--- config.mk ---
export PLATFORM = sky130hd
export DESIGN_NAME = contador_mod_n
export DESIGN_NICKNAME = d
export VERILOG_FILES = /design/src/rtl/contador_pkg.sv /design/src/rtl/contador_mod_n_next.sv /design/src/rtl/contador_mod_n.sv
export SDC_FILE = /design/constraint.sdc
export NUM_CORES = 1
export LEC_CHECK = 0
export CAP_MARGIN = 15
export CORE_AREA = 4 4 41 43
export DETAILED_ROUTE_END_ITERATION = 8
export DIE_AREA = 0 0 45 47
export PLACE_DENSITY = 0.73
export SLEW_MARGIN = 15
export SYNTH_ARGS = -nofsm -noshare
export SYNTH_HDL_FRONTEND = slang
export SYNTH_HIERARCHICAL = 1
export SYNTH_SLANG_ARGS = --single-unit
--- constraint.sdc ---
create_clock -name clock -period 2.45 [get_ports clock]
set_clock_uncertainty 0.15 [all_clocks]
set_input_delay 0.245 -clock clock [delete_from_list [all_inputs] [get_ports clock]]
set_output_delay 0.245 -clock clock [all_outputs]
set_load 0.02 [all_outputs]
--- src/rtl/contador_pkg.sv ---
// -----------------------------------------------------------------------------
// contador_pkg
// Shared constants for the modulo-N up/down counter:
//   DEFAULT_WIDTH / DEFAULT_MODULUS / DEFAULT_PRESET_VALUE : default parameters
//   DIR_UP / DIR_DOWN                                      : up_down encodings
//   params_legal()                                         : parameter legality
// -----------------------------------------------------------------------------
package contador_pkg;

    localparam int DEFAULT_WIDTH        = 32'sd4;
    localparam int DEFAULT_MODULUS      = 32'sd13;
    localparam int DEFAULT_PRESET_VALUE = 32'sd12;

    localparam logic DIR_UP   = 1'b1;
    localparam logic DIR_DOWN = 1'b0;

    // True when the width/modulus/preset combination describes a usable counter.
    function automatic logic params_legal(input int width, input int modulus, input int preset_value);
        logic ok_v;
        ok_v = (width >= 32'sd1) && (width <= 32'sd30) &&
               (modulus >= 32'sd2) && (modulus <= (32'sd1 << width)) &&
               (preset_value >= 32'sd0) && (preset_value < modulus);
        return ok_v;
    endfunction

endpackage

--- src/rtl/contador_mod_n_next.sv ---
// -----------------------------------------------------------------------------
// contador_mod_n_next
// Combinational next-count logic for the modulo-N counter.
//   counter    : current count value
//   up_down    : direction (DIR_UP / DIR_DOWN)
//   next_count : count after one enabled step, always inside 0..MODULUS-1
//   wrap       : high when that step crosses the modulus boundary
// -----------------------------------------------------------------------------
module contador_mod_n_next
    import contador_pkg::*;
#(
    parameter int WIDTH   = DEFAULT_WIDTH,
    parameter int MODULUS = DEFAULT_MODULUS
) (
    input  logic [WIDTH-1:0] counter,
    input  logic             up_down,
    output logic [WIDTH-1:0] next_count,
    output logic             wrap
);

    // One extra bit so MODULUS = 2**WIDTH is representable and compares cleanly.
    localparam logic [WIDTH:0] LAST_EXT = (WIDTH+1)'(MODULUS - 32'sd1);

    logic [WIDTH:0] count_ext_s;
    logic [WIDTH:0] inc_s;
    logic [WIDTH:0] dec_s;
    logic           unused_carry_s;

    assign count_ext_s = {1'b0, counter};
    assign inc_s       = count_ext_s + {{WIDTH{1'b0}}, 1'b1};
    assign dec_s       = count_ext_s - {{WIDTH{1'b0}}, 1'b1};

    // Carry/borrow never matter: the boundary cases are routed to the wrap branches.
    assign unused_carry_s = inc_s[WIDTH] ^ dec_s[WIDTH];

    // Next count and wrap flag for a single enabled step.
    always_comb begin
        next_count = counter;
        wrap       = 1'b0;
        if (up_down == DIR_UP) begin
            // >= also folds any out-of-range value back to 0.
            if (count_ext_s >= LAST_EXT) begin
                next_count = {WIDTH{1'b0}};
                wrap       = 1'b1;
            end else begin
                next_count = inc_s[WIDTH-1:0];
                wrap       = 1'b0;
            end
        end else begin
            if (count_ext_s == {(WIDTH+1){1'b0}}) begin
                next_count = LAST_EXT[WIDTH-1:0];
                wrap       = 1'b1;
            end else if (count_ext_s > LAST_EXT) begin
                // Out-of-range value is clamped into range rather than decremented.
                next_count = LAST_EXT[WIDTH-1:0];
                wrap       = 1'b0;
            end else begin
                next_count = dec_s[WIDTH-1:0];
                wrap       = 1'b0;
            end
        end
    end

endmodule

--- src/rtl/contador_mod_n.sv ---
// -----------------------------------------------------------------------------
// contador_mod_n
// Modulo-N up/down counter with preset, load and range-checked load.
//   clock      : sole clock, rising edge
//   reset      : synchronous, active-low; clears counter, wrap, load_err
//   preset     : synchronous; loads PRESET_VALUE
//   load       : synchronous; loads load_value (0 plus load_err if out of range)
//   load_value : value for load
//   enable     : count enable
//   up_down    : 1 = up, 0 = down
//   counter    : registered count, always < MODULUS
//   terminal   : combinational; counter at the boundary for the current direction
//   wrap       : registered one-cycle pulse after a wrap
//   load_err   : registered one-cycle pulse after an out-of-range load
// Priority per edge: reset, preset, load, enable, hold.
// -----------------------------------------------------------------------------
module contador_mod_n
    import contador_pkg::*;
#(
    parameter int WIDTH        = DEFAULT_WIDTH,
    parameter int MODULUS      = DEFAULT_MODULUS,
    parameter int PRESET_VALUE = DEFAULT_PRESET_VALUE
) (
    input  logic             clock,
    input  logic             reset,
    input  logic             preset,
    input  logic             load,
    input  logic [WIDTH-1:0] load_value,
    input  logic             enable,
    input  logic             up_down,
    output logic [WIDTH-1:0] counter,
    output logic             terminal,
    output logic             wrap,
    output logic             load_err
);

    generate
        if (!params_legal(WIDTH, MODULUS, PRESET_VALUE)) begin : g_param_error
            $error("contador_mod_n: illegal WIDTH/MODULUS/PRESET_VALUE combination");
        end
    endgenerate

    localparam logic [WIDTH:0]   MOD_EXT    = (WIDTH+1)'(MODULUS);
    localparam logic [WIDTH-1:0] PRESET_CNT = WIDTH'(PRESET_VALUE);

    logic [WIDTH-1:0] counter_r;
    logic             wrap_r;
    logic             load_err_r;
    logic [WIDTH-1:0] next_count_s;
    logic             step_wrap_s;
    logic             load_oor_s;

    assign load_oor_s = ({1'b0, load_value} >= MOD_EXT);

    contador_mod_n_next #(
        .WIDTH   (WIDTH),
        .MODULUS (MODULUS)
    ) u_next (
        .counter    (counter_r),
        .up_down    (up_down),
        .next_count (next_count_s),
        .wrap       (step_wrap_s)
    );

    // terminal is exactly the condition under which an enabled step would wrap,
    // so it tracks counter and up_down only, with no register in between.
    assign terminal = step_wrap_s;
    assign counter  = counter_r;
    assign wrap     = wrap_r;
    assign load_err = load_err_r;

    // Priority mux and state registers; pulses default low on every edge.
    always_ff @(posedge clock) begin
        if (!reset) begin
            counter_r  <= {WIDTH{1'b0}};
            wrap_r     <= 1'b0;
            load_err_r <= 1'b0;
        end else if (preset) begin
            counter_r  <= PRESET_CNT;
            wrap_r     <= 1'b0;
            load_err_r <= 1'b0;
        end else if (load) begin
            wrap_r <= 1'b0;
            if (load_oor_s) begin
                counter_r  <= {WIDTH{1'b0}};
                load_err_r <= 1'b1;
            end else begin
                counter_r  <= load_value;
                load_err_r <= 1'b0;
            end
        end else if (enable) begin
            counter_r  <= next_count_s;
            wrap_r     <= step_wrap_s;
            load_err_r <= 1'b0;
        end else begin
            counter_r  <= counter_r;
            wrap_r     <= 1'b0;
            load_err_r <= 1'b0;
        end
    end

endmodule

==> qor.yml, run 1 <==
grt_setup_unrepaired: "no"
r2r_start: "counter[1]"
ys_types: 29
switchingPower_mw: 0.09410
worstHoldPathType: "input port to flip-flop"
netlist_instances: 68
grt_pass1_vias: 520
grt_max_degree: 14
cts_buffers: 3
crit_chain: "inv_1 -> ha_1 -> nand2b_4 -> nor3_2 -> a31o_1 -> dlymetal6s2s_1"
ir_worst_vdd_mv: 0.2747
nNetsFinal: 100
syn_avg_cell_area_um2: 8.317
worstHoldStart: "reset"
wl_per_cell_um: 12.70
pin_count: 17
startpoint: "counter[1]"
ant_nets: 0
fmax_ghz: 0.5091
core_um2: 1301
end_kind: "output pin"
worst_path_max_delay_cell: "dfxtp_1"
hold_viol_final: 0
path_clk_slew_ns: 0.05
powerDensity_nw_per_um2: 414.7
setup_violations: 0
dp_hpwl_um: 959.4
clkLatencyLatePin_ns: 0.24
syn-cell-area_um2: 565.5
grt_pass1_wl_um: 2111
drt_pass1_iterations: 4
place_congestion: 0.7382
fin_crit_ns: 1.964
p_leak_nw: 0.3327
p_int_mw: 0.2162
slew_violations: 0
rows: 13
drt_iter0_drc: 8
dr_total_vias: 549
htreeDepth: 1
slew_headroom: 0.7049
wirelength_um: 1270
cap_violations: 0
arrival_ns: 1.57
fp.dieW_um: 45
drive_gt1_frac: 0.1647
worstPathRequired_ns: 2.06
cts_setup_buffers: 0
syn_nets: 81
final_cell_mix: "clkdlybuf4s50_1 (15), inv_1 (6), a21oi_1 (6), dfxtp_1 (6), nand2_1 (5)"
clock_path_buffers: 2
start_kind: "flip-flop"
die_h_um: 47
synth_top_area_share: 0.2124
areaGrowthSynthToFinish_pct: 32.30
dieArea_um2: 2115
status: "finished, final reports clean"
min_period_over_period: 0.8017
grt_util_all_layers: 0.1352
grt_overflow: 0
crit_type: "flip-flop to output pin"
path_max_fanout: 4
io_buffers: 16
initial_core_util: 0.4346
clockRootBuffer: "clkbuf_4"
critPathMaxStageDelay_ns: 0.31
layout_commonest_cell: "clkdlybuf4s50_1"
p_comb_frac: 0.344
cts.sinks: 6
swShare: 0.3033
synthTopCellsByArea: "dfxtp_1 (21%), ha_1 (6.6%), buf_6 (6.0%)"
yosysSeqAreaShare: 0.2124
clockPowerShare: 0.293
synth_seq_cells: 6
drc: 0
num_antenna_cells: 0
tightest_slew_ns: 0.4421
synth_top_cell_by_area: "dfxtp_1"
tns_ns: 0
avgViaCountPerCell: 5.490
yosysWarnings: 6
seqPwrFrac: 0.364
antenna_found_initial: 0
cts_tree: "built"
total_power_mw: 0.3103
-- cell type report --
cell class / count / area (um^2)
fill: 124 / 553.0
timing repair buffer: 19 / 185.2
tap: 15 / 18.77
multi-input combinational: 51 / 379.1
sequential: 6 / 120.1
clock buffer: 3 / 22.52
inverter: 6 / 22.52
-- cell usage after synthesis --
cell and number:
and4b_1 1, a31oi_1 1, or4_1 2, and3_1 2, o21ai_0 3, nor3_2 2, dfxtp_1 6, buf_2 2
inv_1 6, o31ai_2 1, ha_1 3, buf_6 3, nand2b_4 1, o21ai_1 1, nor2b_4 1, o22ai_2 1
nand2_1 5, o311a_1 2, and3_4 2, nor2_1 2, or2_1 2, o21bai_1 2, nand2b_1 2, a211o_1 2
a31o_1 1, nor3_1 2, nand3_1 2, mux2i_1 2, a21oi_1 6
-- worst max-delay path: cells and delay by family, from the launching register on --
family,cells,cell delay (ns)
buffers and inverters,2,0.33
adder cells (fa/ha/maj),1,0.26
flip-flops,1,0.31
AND/OR/NAND/NOR,2,0.26
AO/OA/AOI/OAI,1,0.16
-- worst paths after layout --
path	depth (start not counted)	end	slack [ns]
min	2	counter[2]	0.48
min reg2reg	4	counter[1]	0.63
max reg2reg	8	counter[2]	0.57
max	6	terminal	0.49
-- logic make-up after synthesis --
group,Yosys count,share of synthesized area
and+or+nand+nor,26,0.3164
AOI/OAI and AO/OA,20,0.2522
buffers and inverters,11,0.1173
DFF,6,0.2124
adders and majority gates,3,0.06638
muxes,2,0.03540
-- per-stage QoR --
step / cell area [um^2] / std cells / util / setup slack, ns / hold slack (ns)
2_1_floorplan: 565.5 / 68 / - / 0.4449 / 0.2262
3_3_place_gp: 723.2 / 97 / 0.5558 / 0.2985 / 0.6185
3_5_place_dp: 723.2 / 97 / 0.5558 / 0.2851 / 0.6184
4_1_cts: 745.7 / 100 / 0.5731 / 0.1025 / 0.4676
5_1_grt: 748.2 / 100 / 0.5750 / 0.3801 / 0.4832
6_report: 748.2 / 100 / 0.5750 / 0.4857 / 0.4830
-- routing by layer --
| metal | part of all wire | vias to the layer above | track usage |
|---|---|---|---|
| met5 | 0 | - | 0 |
| met4 | 0 | 0 | 0.07018 |
| met3 | 0.068 | 0 | 0.01149 |
| met2 | 0.50 | 23 | 0.2316 |
| met1 | 0.43 | 246 | 0.1686 |
| li1 | - | 280 | - |
-- power groups by stage --
stage	clock [mW]	combinational [mW]	sequential [mW]
2_1_floorplan	0	0.0707	0.115
3_3_place_gp	0	0.105	0.114
3_5_place_dp	0	0.107	0.115
4_1_cts	0.0942	0.108	0.113
5_1_grt	0.100	0.117	0.114
6_report	0.0908	0.107	0.113
-- flip-flops by register name (all words and copies together), names as in the netlist --
| signal | flops |
|---|---|
| wrap | 1 |
| load_err | 1 |
| counter | 4 |
-- timing repair --
action                     CTS  global route
setup endpoints to repair    0             1
hold buffers                 0             0
resized for setup            0             1
Power figures use the tool's default switching activity.
==> inputs of run 2 (changes only) <==
==> constraint.sdc (replaced) <==
create_clock -name clock -period 1.9 [get_ports clock]
set_clock_uncertainty 0.15 [all_clocks]
set_input_delay 0.19 -clock clock [delete_from_list [all_inputs] [get_ports clock]]
set_output_delay 0.19 -clock clock [all_outputs]
set_load 0.02 [all_outputs]
==> run 2 against run 1 <==
  * Clock-buffer cell count unchanged
  * Worst hold slack got worse by 0.064 ns
  * Sequential cell count stayed put
  * Cell count rose by 5.0%
  * Clock power up 31%
  * First-iteration DRC count is 63% lower
  * Power is 33% higher
  * Register-to-register slack got worse by 0.49 ns
  * Sequential power up 30%
  * Die area unchanged
  * Sequential share of layout area fell by 0.26 points
  * Highest routed layer is now met4
==> qor.yml, run 2 (synthesis gave the netlist of run 1 again) <==
status: "finished, final reports clean"  # unchanged
wl_per_cell_um: 12.11  # was 12.70 um
hold_slack_ns: 0.4185  # was 0.4830 ns
post_dp_cell_area_um2: 763.2  # was 723.2 um^2
worstHoldPathType: "input port to flip-flop"  # unchanged
whs_path_depth: 2  # unchanged
reg2reg_to: "counter[2]"  # unchanged
fin_crit_ns: 1.823
antenna_found_initial: 0  # unchanged
final_cell_mix: "clkdlybuf4s50_1 (15), buf_4 (8), inv_1 (6), a21oi_1 (6), nand2_1 (5)"  # was clkdlybuf4s50_1 (15), inv_1 (6), a21oi_1 (6), dfxtp_1 (6), nand2_1 (5)
clkLatencyLatePin_ns: 0.25  # was 0.24 ns
pin_count: 17  # unchanged
setup_violations: 0  # unchanged
drt_iter0_drc: 3  # was 8
drt_pass1_iterations: 4  # unchanged
hold_end: "counter[2]"  # unchanged
layout_commonest_cell: "clkdlybuf4s50_1"  # unchanged
htreeDepth: 1  # unchanged
dr_total_vias: 557  # was 549
r2r_slack_ns: 0.08  # was 0.57 ns
critPathMaxStageDelay_ns: 0.33  # was 0.31 ns
largest_reg_flops: 4  # unchanged
avgViaCountPerCell: 5.305  # was 5.490
io_buffers: 16  # unchanged
crit_type: "flip-flop to flip-flop"  # was flip-flop to output pin
crit_top_cell: "inv_1"
n_fill_cell: 144  # was 124
cts_tree: "built"  # unchanged
core_um2: 1301  # unchanged
cts.sinks: 6  # unchanged
min_period_over_period: 0.9596
grt_pass1_wl_um: 2125  # was 2111 um
drc: 0  # unchanged
grt_util_all_layers: 0.1383  # was 0.1352
grt_max_degree: 14  # unchanged
worstPathRequired_ns: 1.88  # was 2.06 ns
p_leak_nw: 0.3426  # was 0.3327 nW
worstHoldStart: "reset"  # unchanged
wirelength_um: 1272  # was 1270 um
num_antenna_cells: 0  # unchanged
grt_overflow: 0  # unchanged
final_cell_area_um2: 784.5  # was 748.2 um^2
cts_setup_buffers: 0  # unchanged
fmax_ghz: 0.5485
arrival_ns: 1.81  # was 1.57 ns
grt_setup_unrepaired: "yes"  # was no
startpoint: "counter[0]"  # was counter[1]
nNetsFinal: 105  # was 100
areaGrowthSynthToFinish_pct: 38.72  # was 32.30%
place_congestion: 0.7097  # was 0.7382
clock_path_buffers: 2  # unchanged
die_h_um: 47  # unchanged
ant_nets: 0  # unchanged
dieArea_um2: 2115  # unchanged
grt_pass1_vias: 507  # was 520
ir_worst_vdd_mv: 0.4012  # was 0.2747 mV
clockRootBuffer: "clkbuf_4"  # unchanged
hold_buffers: 0  # unchanged
slew_violations: 0  # unchanged
crit_chain: "inv_1 -> buf_4 -> ha_1 -> o21bai_1 -> a31oi_1 -> a211o_1 -> inv_1 -> a21oi_1 -> o311a_1"  # was inv_1 -> ha_1 -> nand2b_4 -> nor3_2 -> a31o_1 -> dlymetal6s2s_1
path_max_fanout: 2  # was 4
start_kind: "flip-flop"  # unchanged
initial_core_util: 0.4346  # unchanged
path_clk_slew_ns: 0.05  # about the same
r2r_start: "counter[0]"  # was counter[1]
total_power_mw: 0.4120  # was 0.3103 mW
dp_hpwl_um: 987.5  # was 959.4 um
drive_gt1_frac: 0.2667  # was 0.1647
cts_buffers: 3  # unchanged
fp.dieW_um: 45  # unchanged
reg2reg_depth: 9  # was 8
rows: 13  # unchanged
powerDensity_nw_per_um2: 525.1  # was 414.7 nW/um^2
cap_violations: 0  # unchanged
slew_headroom: 0.7463  # was 0.7049
tightest_slew_ns: 0.3800  # was 0.4421 ns
end_kind: "flip-flop"  # was output pin
hold_viol_final: 0  # unchanged
worst_path_max_delay_cell: "o311a_1"  # was dfxtp_1
fin_util: 0.6029  # was 0.5750
## run 2: how the worst max path moves through the flow
stage	cells after the start	endpoint	slack, ns
after floorplan	8	counter[2]	0.03
after global placement	5	terminal	-0.12
after detailed placement	8	counter[2]	-0.12
after CTS	9	counter[3]	0.004
after global routing	9	counter[2]	-0.06
final	9	counter[2]	0.08
## run 2: layout make-up
type,instances,area [um^2],area share
clock buffer,3,22.52,0.02871
inverter,6,22.52,0.02871
multi-input combinational,51,381.6,0.4864
sequential,6,123.9,0.1579
tap,15,18.77,0.02392
timing repair buffer,24,215.2,0.2743
## run 2: where the power goes
part           switching, mW  total [mW]  internal, mW
Clock                 0.0479       0.119        0.0716
Sequential            0.0136       0.147         0.133
Combinational         0.0648       0.146        0.0809
## run 2: layer usage
layer | wire length (um) | global-route usage
met5 | 0 | 0
met4 | 10 | 0.08772
met3 | 74 | 0.02682
met2 | 597 | 0.2119
met1 | 590 | 0.1777
## run 2: worst max-delay path: cells and delay by family (launching register included)
| family | cells | cell delay (ns) |
|---|---|---|
| flops | 1 | 0.32 |
| fa+ha+maj | 1 | 0.21 |
| buf+inv | 3 | 0.23 |
| compound gates | 5 | 0.80 |
## run 2: through the flow
stage	TNS (ns)	instances	worst slack [ns]
after global placement	-0.2987	102	-0.1188
after CTS	0	105	0.003722
final	0	105	0.07672
after floorplan	0	68	0.02861
after global routing	-0.06559	105	-0.06036
after detailed placement	-0.3037	102	-0.1169
## run 2: timing repair
item	CTS	global route
pin swaps	0	2
gates resized for setup	2	3
endpoints found under the setup margin	1	5
